File: config.mk
export PLATFORM = sky130hd
export DESIGN_NAME = lpc_synth
export DESIGN_NICKNAME = d
export VERILOG_FILES = /design/src/rtl/lpc_pkg.sv /design/src/rtl/lpc_mac.sv /design/src/rtl/lpc_synth.sv
export SDC_FILE = /design/constraint.sdc
export NUM_CORES = 2
export LEC_CHECK = 0
export ABC_AREA = 1
export CORE_ASPECT_RATIO = 1.25
export CORE_UTILIZATION = 40
export DETAILED_ROUTE_END_ITERATION = 10
export GPL_ROUTABILITY_DRIVEN = 0
export GPL_TIMING_DRIVEN = 0
export PLACE_DENSITY = 0.65
export SKIP_CTS_REPAIR_TIMING = 1
export SYNTH_ARGS = -nofsm -noshare
export SYNTH_HDL_FRONTEND = slang
export SYNTH_SLANG_ARGS = --single-unit
File: constraint.sdc
create_clock -name clk -period 22.8 [get_ports clk]
set_clock_uncertainty 0.15 [all_clocks]
set_input_delay 2.28 -clock clk [delete_from_list [all_inputs] [get_ports clk]]
set_output_delay 2.28 -clock clk [all_outputs]
set_load 0.01 [all_outputs]
File: src/rtl/lpc_pkg.sv
// -----------------------------------------------------------------------------
// lpc_pkg
// Shared constants, FSM state type and the output saturation helper for the
// LPC all-pole synthesis filter (lpc_synth) and its multiply-accumulate
// datapath (lpc_mac).
//
// Contents:
//   ORDER, QF, ACC_W      filter order, coefficient fraction bits, accumulator width
//   DATA_W, PROD_W        sample/coefficient width and full product width
//   CNT_W                 tap counter width (holds 0..ORDER)
//   ROUND_C               half-LSB rounding constant added before the >>> QF
//   SAT_MAX / SAT_MIN     output sample limits
//   state_t               IDLE / MAC / OUT
//   sat_sample()          clamp an accumulator-width value to a 16-bit sample
// -----------------------------------------------------------------------------
package lpc_pkg;

    localparam int ORDER  = 10;
    localparam int QF     = 15;
    localparam int ACC_W  = 40;
    localparam int DATA_W = 16;
    localparam int PROD_W = 2 * DATA_W;
    localparam int CNT_W  = $clog2(ORDER + 1);

    localparam logic signed [ACC_W-1:0]  ROUND_C     = 40'sh0000004000;
    localparam logic signed [DATA_W-1:0] SAT_MAX     = 16'sh7FFF;
    localparam logic signed [DATA_W-1:0] SAT_MIN     = 16'sh8000;
    localparam logic signed [ACC_W-1:0]  SAT_MAX_ACC = 40'sh0000007FFF;
    localparam logic signed [ACC_W-1:0]  SAT_MIN_ACC = 40'shFFFFFF8000;

    typedef enum logic [1:0] {
        IDLE = 2'd0,
        MAC  = 2'd1,
        OUT  = 2'd2
    } state_t;

    // Clamp a value that has already been scaled back to sample units.
    function automatic logic signed [DATA_W-1:0] sat_sample(
        input logic signed [ACC_W-1:0] v
    );
        logic signed [DATA_W-1:0] res;
        if (v > SAT_MAX_ACC) begin
            res = SAT_MAX;
        end else if (v < SAT_MIN_ACC) begin
            res = SAT_MIN;
        end else begin
            res = v[DATA_W-1:0];
        end
        return res;
    endfunction

endpackage

File: src/rtl/lpc_mac.sv
// -----------------------------------------------------------------------------
// lpc_mac
// Combinational multiply-subtract step of the synthesis filter:
//   acc_out = acc_in - coef * sample
// The 16x16 product is kept at its full 32-bit signed width and then
// sign-extended to the accumulator width, so no intermediate ever wraps.
//
// Ports:
//   acc_in   in   ACC_W   running accumulator (signed)
//   coef     in   DATA_W  Q15 predictor coefficient a_i (signed)
//   sample   in   DATA_W  past output sample y[n-i] (signed)
//   acc_out  out  ACC_W   updated accumulator (signed)
// -----------------------------------------------------------------------------
module lpc_mac
    import lpc_pkg::*;
(
    input  logic signed [ACC_W-1:0]  acc_in,
    input  logic signed [DATA_W-1:0] coef,
    input  logic signed [DATA_W-1:0] sample,
    output logic signed [ACC_W-1:0]  acc_out
);

    logic signed [PROD_W-1:0] prod;
    logic signed [ACC_W-1:0]  prod_ext;

    assign prod     = coef * sample;
    assign prod_ext = {{(ACC_W - PROD_W){prod[PROD_W-1]}}, prod};
    assign acc_out  = acc_in - prod_ext;

endmodule

File: src/rtl/lpc_synth.sv
// -----------------------------------------------------------------------------
// lpc_synth
// All-pole LPC synthesis filter  y[n] = e[n] - sum(i=1..10) a_i * y[n-i],
// evaluated serially with one shared multiply-subtract unit: one cycle to
// accept a residual sample, ten MAC cycles (one per tap), one cycle to round,
// saturate and publish the result. A new sample can be accepted every 12
// cycles.
//
// Coefficient updates arriving while a sample is in flight are parked in a
// shadow bank and take effect when the filter returns to IDLE, so a sample
// is always filtered with one consistent coefficient set.
//
// Ports:
//   clk              in   1   clock, rising edge
//   rst              in   1   synchronous reset, active low
//   a_in1..a_in10    in   16  signed Q15 coefficients
//   a_v              in   1   coefficient strobe
//   e_in             in   16  signed residual sample
//   e_v              in   1   residual sample valid
//   e_rdy            out  1   ready for a residual sample (IDLE only)
//   y_out            out  16  signed synthesized sample (held between strobes)
//   y_v              out  1   one-cycle strobe for y_out
// -----------------------------------------------------------------------------
module lpc_synth
    import lpc_pkg::*;
(
    input  logic                     clk,
    input  logic                     rst,
    input  logic signed [DATA_W-1:0] a_in1,
    input  logic signed [DATA_W-1:0] a_in2,
    input  logic signed [DATA_W-1:0] a_in3,
    input  logic signed [DATA_W-1:0] a_in4,
    input  logic signed [DATA_W-1:0] a_in5,
    input  logic signed [DATA_W-1:0] a_in6,
    input  logic signed [DATA_W-1:0] a_in7,
    input  logic signed [DATA_W-1:0] a_in8,
    input  logic signed [DATA_W-1:0] a_in9,
    input  logic signed [DATA_W-1:0] a_in10,
    input  logic                     a_v,
    input  logic signed [DATA_W-1:0] e_in,
    input  logic                     e_v,
    output logic                     e_rdy,
    output logic signed [DATA_W-1:0] y_out,
    output logic                     y_v
);

    state_t                    state;
    logic signed [ACC_W-1:0]   acc;
    logic [CNT_W-1:0]          tap_cnt;
    logic                      pending;

    logic signed [DATA_W-1:0]  a_bus       [1:ORDER];
    logic signed [DATA_W-1:0]  work_bank   [1:ORDER];
    logic signed [DATA_W-1:0]  shadow_bank [1:ORDER];
    logic signed [DATA_W-1:0]  y_hist      [1:ORDER];

    logic signed [DATA_W-1:0]  cur_coef;
    logic signed [DATA_W-1:0]  cur_sample;
    logic signed [ACC_W-1:0]   mac_out;
    logic signed [ACC_W-1:0]   e_ext;
    logic signed [ACC_W-1:0]   acc_init;
    logic signed [ACC_W-1:0]   acc_scaled;
    logic signed [DATA_W-1:0]  y_sat;

    assign a_bus[1]  = a_in1;
    assign a_bus[2]  = a_in2;
    assign a_bus[3]  = a_in3;
    assign a_bus[4]  = a_in4;
    assign a_bus[5]  = a_in5;
    assign a_bus[6]  = a_in6;
    assign a_bus[7]  = a_in7;
    assign a_bus[8]  = a_in8;
    assign a_bus[9]  = a_in9;
    assign a_bus[10] = a_in10;

    // Ready is a pure decode of IDLE, gated by reset so it drops immediately
    // while reset is held and rises as soon as reset is released.
    assign e_rdy = rst && (state == IDLE);

    // Accumulator seed: residual moved into Q15 plus half an LSB, so the
    // final arithmetic shift rounds half-up instead of truncating.
    assign e_ext    = {{(ACC_W - DATA_W){e_in[DATA_W-1]}}, e_in};
    assign acc_init = (e_ext <<< QF) + ROUND_C;

    // Tap select: the counter picks a_i and y[n-i]; counter value 0 (outside
    // the MAC phase) selects nothing.
    always_comb begin
        cur_coef   = '0;
        cur_sample = '0;
        for (int i = 1; i <= ORDER; i++) begin
            if (tap_cnt == CNT_W'(i)) begin
                cur_coef   = work_bank[i];
                cur_sample = y_hist[i];
            end
        end
    end

    lpc_mac u_mac (
        .acc_in  (acc),
        .coef    (cur_coef),
        .sample  (cur_sample),
        .acc_out (mac_out)
    );

    assign acc_scaled = acc >>> QF;
    assign y_sat      = sat_sample(acc_scaled);

    always_ff @(posedge clk) begin
        if (!rst) begin
            state   <= IDLE;
            acc     <= '0;
            tap_cnt <= '0;
            pending <= 1'b0;
            y_out   <= '0;
            y_v     <= 1'b0;
            for (int i = 1; i <= ORDER; i++) begin
                work_bank[i]   <= '0;
                shadow_bank[i] <= '0;
                y_hist[i]      <= '0;
            end
        end else begin
            y_v <= 1'b0;
            case (state)
                IDLE: begin
                    // Loading on the accept edge means the accepted sample
                    // already sees the new bank in its first MAC cycle.
                    if (a_v) begin
                        for (int i = 1; i <= ORDER; i++) begin
                            work_bank[i] <= a_bus[i];
                        end
                    end
                    if (e_v && e_rdy) begin
                        acc     <= acc_init;
                        tap_cnt <= CNT_W'(1);
                        state   <= MAC;
                    end
                end

                MAC: begin
                    if (a_v) begin
                        for (int i = 1; i <= ORDER; i++) begin
                            shadow_bank[i] <= a_bus[i];
                        end
                        pending <= 1'b1;
                    end
                    acc <= mac_out;
                    if (tap_cnt == CNT_W'(ORDER)) begin
                        tap_cnt <= '0;
                        state   <= OUT;
                    end else begin
                        tap_cnt <= tap_cnt + 1'b1;
                    end
                end

                OUT: begin
                    y_out     <= y_sat;
                    y_v       <= 1'b1;
                    y_hist[1] <= y_sat;
                    for (int i = 2; i <= ORDER; i++) begin
                        y_hist[i] <= y_hist[i-1];
                    end
                    // A strobe on this very edge is newer than anything in
                    // the shadow bank, so it goes straight to the working bank.
                    if (a_v) begin
                        for (int i = 1; i <= ORDER; i++) begin
                            work_bank[i]   <= a_bus[i];
                            shadow_bank[i] <= a_bus[i];
                        end
                    end else if (pending) begin
                        for (int i = 1; i <= ORDER; i++) begin
                            work_bank[i] <= shadow_bank[i];
                        end
                    end
                    pending <= 1'b0;
                    tap_cnt <= '0;
                    state   <= IDLE;
                end

                default: begin
                    state <= IDLE;
                end
            endcase
        end
    end

endmodule

==> results.ini <==
[grt]
grt-ovfl-total = 0
grt_pass1_wl_mm = 159
antenna_found_initial = 3
grt_pass1_vias = 27500
grt_use_total_pct = 22.8
grt_start_max_net_pins = 73

[critical_path]
required_ns = 23.23
rr_worst_depth = 26
r2r_slack_ns = 13.25
arrival_ns = 9.98
cp-start-kind = flip-flop
reg2reg_from = tap_cnt[0]
critPathMaxFanout = 10
crit_type = flip-flop to flip-flop
r2r_end = acc[39]
endpoint_kind = flip-flop

[route]
drt.antenna.violating_nets = 0
drt_iter0_drc = 2202
totalWireLength_mm = 105
wl_per_cell_um = 19.5
vias = 27100
drt-vias-per-instance = 5.06
dr.pass1.iters = 7
remaining_drc_errors = 0

[yosys]
synth_top_area_cell = edfxtp_1
yosysSeqAreaShare_pct = 42.9
synth_seq_cells = 544
synth_area_leaders = edfxtp_1 39%, fa_1 19%, inv_1 11%
synth_warnings = 0
synth-async-reset-ratio_pct = 0
postSynthAreaPerCell_sq_um = 9.49
yosys_most_used_dff = edfxtp_1
synth_edf_count = 480
synth.distinct_cells = 56
syn-cell-area_sq_um = 36600
synth_top_area_share_pct = 39.4
synth_fp_nets = 4486
syn_inst = 3853

[status]
status = finished, final reports clean

[die]
rows = 123
die_w_um = 272
die_area_sq_um = 92600
core_area_sq_um = 90200
die_height_um = 340
initial_core_util_pct = 40.5
io_pins = 198

[clock_tree]
insertion_delay_ns = 0.65
numCtsBuffers = 54
cts.sinks = 544
root_buffer = clkbuf_16
clk_pin_slew_worst_paths_ns = 0.06
cts_max_path_buffers = 3
cts_tree = built
ctsHtreeMaxLevel = 2

[cells_and_area]
layout-drive-gt1-share_pct = 5.00
num-nets-final = 4750
num-fill-cells = 8543
finalInstanceArea_sq_um = 42100
final_cell_mix = 1042 x inv_1, 524 x nor2_1, 480 x edfxtp_1, 396 x nand2_1, 344 x fa_1
diodes = 0
final_common_cell = inv_1
syn_to_final_growth_pct = 15.2

[hold_path]
worst_hold_path.num_cells = 2
hold_class = flip-flop to flip-flop
min-delay-start = acc[25]
hold-path-endpoint = acc[25]

[sta]
slew_headroom_pct = 11.8
fin_tns_setup_ns = 0
tightest_slew_ns = 1.32
setup_slack_ns = 13.25
finalSetupViolCount = 0
fin_crit_sh_pct = 41.9
drv_slew = 0
period_minus_slack_ns = 9.55
hold_viol_final = 0
max_clock_freq_mhz = 105
rsz0062_at_grt = no

[placed_design]
dp_hpwl_mm = 83.6
pre_cts_ws_ns = 13.36
portBuffers = 196
dpl_cell_area_sq_um = 40300

[pwr]
combPwrFrac_pct = 41.7
p_int_mw = 2.25
ir_drop_uv = 72.0
leakage_nw = 18.3
pwr_density_cell_nw_per_um2 = 87.9
p_sw_share_pct = 39.4
power.share.clock_pct = 25.2
power_switching_mw = 1.46
seqPwrFrac_pct = 33.0

[flow_run]
cap_violations = 0

## worst max-delay path, stage by stage, from the launching register on
cell and delay (ns):
dfxtp_1 0.44, nor2_1 0.10, nand2_1 0.29, clkbuf_1 0.51
clkbuf_1 0.75, o32ai_1 0.21, o211ai_1 0.16, o21a_1 0.36
inv_1 0.27, nor2_1 0.33, fa_1 0.49, fa_1 0.90
fa_1 0.63, fa_1 0.77, inv_1 0.16, fa_1 0.51
inv_1 0.07, fa_1 0.48, inv_1 0.04, ha_1 0.34
a21oi_1 0.26, o21ai_0 0.21, a2111oi_0 0.62, nand2_1 0.13
nand2_1 0.08, nand3_1 0.06, a21oi_1 0.13
## Yosys cell counts, types with 7 or more instances
cell and count:
nand4_1 10, buf_1 10, inv_2 13, buf_2 23
o21ai_2 14, nand2_1 397, xor2_1 14, nand2_2 11
fa_1 344, a31o_2 16, xnor2_1 11, o21ai_0 80
nor3_1 11, a221oi_1 20, o2111ai_1 7, clkbuf_1 102
o211ai_1 20, nand3_1 94, o22ai_1 174, dfxtp_1 64
a31oi_1 15, a211oi_1 17, a21oi_1 133, buf_4 7
o32ai_1 7, nor2_1 526, ha_1 109, edfxtp_1 480
inv_1 1042, o21a_1 14
## worst max path at each step
stage	start	endpoint	slack, ns	depth (start not counted)
2_1_floorplan	a_v	shadow_bank[0][100]	8.26	2
3_3_place_gp	a_v	shadow_bank[0][44]	2.49	3
3_5_place_dp	tap_cnt[0]	acc[39]	13.36	25
4_1_cts	tap_cnt[0]	acc[39]	13.33	25
5_1_grt	tap_cnt[0]	acc[39]	12.85	26
6_report	tap_cnt[0]	acc[39]	13.25	26
## final cells by class
class / instances / area [sq um] / share of cell area, %
Buffer: 143 / 599 / 1.42
Clock buffer: 70 / 1470 / 3.50
Multi-Input combinational cell: 2105 / 16300 / 38.8
Clock inverter: 30 / 359 / 0.852
Tap cell: 1187 / 1490 / 3.53
Inverter: 1061 / 3980 / 9.45
Sequential cell: 544 / 15700 / 37.3
Timing Repair Buffer: 208 / 2210 / 5.24
## kinds of logic after synthesis
| group | share of synthesized area, % |
|---|---|
| AOI/OAI and AO/OA | 9.41 |
| and+or+nand+nor | 11.9 |
| adders and majority gates | 22.6 |
| xor gates and xnor gates | 0.599 |
| buffers and inverters | 12.5 |
| DFF | 42.9 |
## layer usage
layer  routed length, um  global-route usage, %  share of wire, %  vias up
met4                5470                   10.7               5.2        2
li1                    -                      -                 -    12600
met2               53400                   41.0                51     1074
met5                  10                      0            0.0096        -
met1               38700                   26.9                37    13100
met3                6920                   2.89               6.6      256
## power groups by stage
| stage | registers [mW] | clock network [mW] | logic, mW |
|---|---|---|---|
| detailed placement | 1.24 | 0 | 1.51 |
| global placement | 1.27 | 0 | 1.48 |
| finish | 1.22 | 0.935 | 1.55 |
| CTS | 1.22 | 0.943 | 1.52 |
| floorplan | 1.25 | 0 | 1.09 |
| global route | 1.23 | 0.982 | 1.72 |
## through the flow
| stage | power (mW) | instances | hold WS (ns) | util, % |
|---|---|---|---|---|
| after detailed placement | 2.75 | 5248 | 0.310 | 44.7 |
| after global placement | 2.76 | 5236 | 0.304 | 44.4 |
| after CTS | 3.69 | 5348 | 0.319 | 46.7 |
| after floorplan | 2.34 | 3853 | 0.295 | - |
| after global routing | 3.93 | 5348 | 0.334 | 46.7 |
| final | 3.70 | 5348 | 0.317 | 46.7 |
## sequential cells by signal, indices dropped and copies added, names as in the netlist
register	flops
work_bank	160
y_v	1
tap_cnt	4
acc	40
pending	1
state	2
y_out	16
y_hist	160
shadow_bank	160
Note: power is estimated with default switching activity, not from simulation.
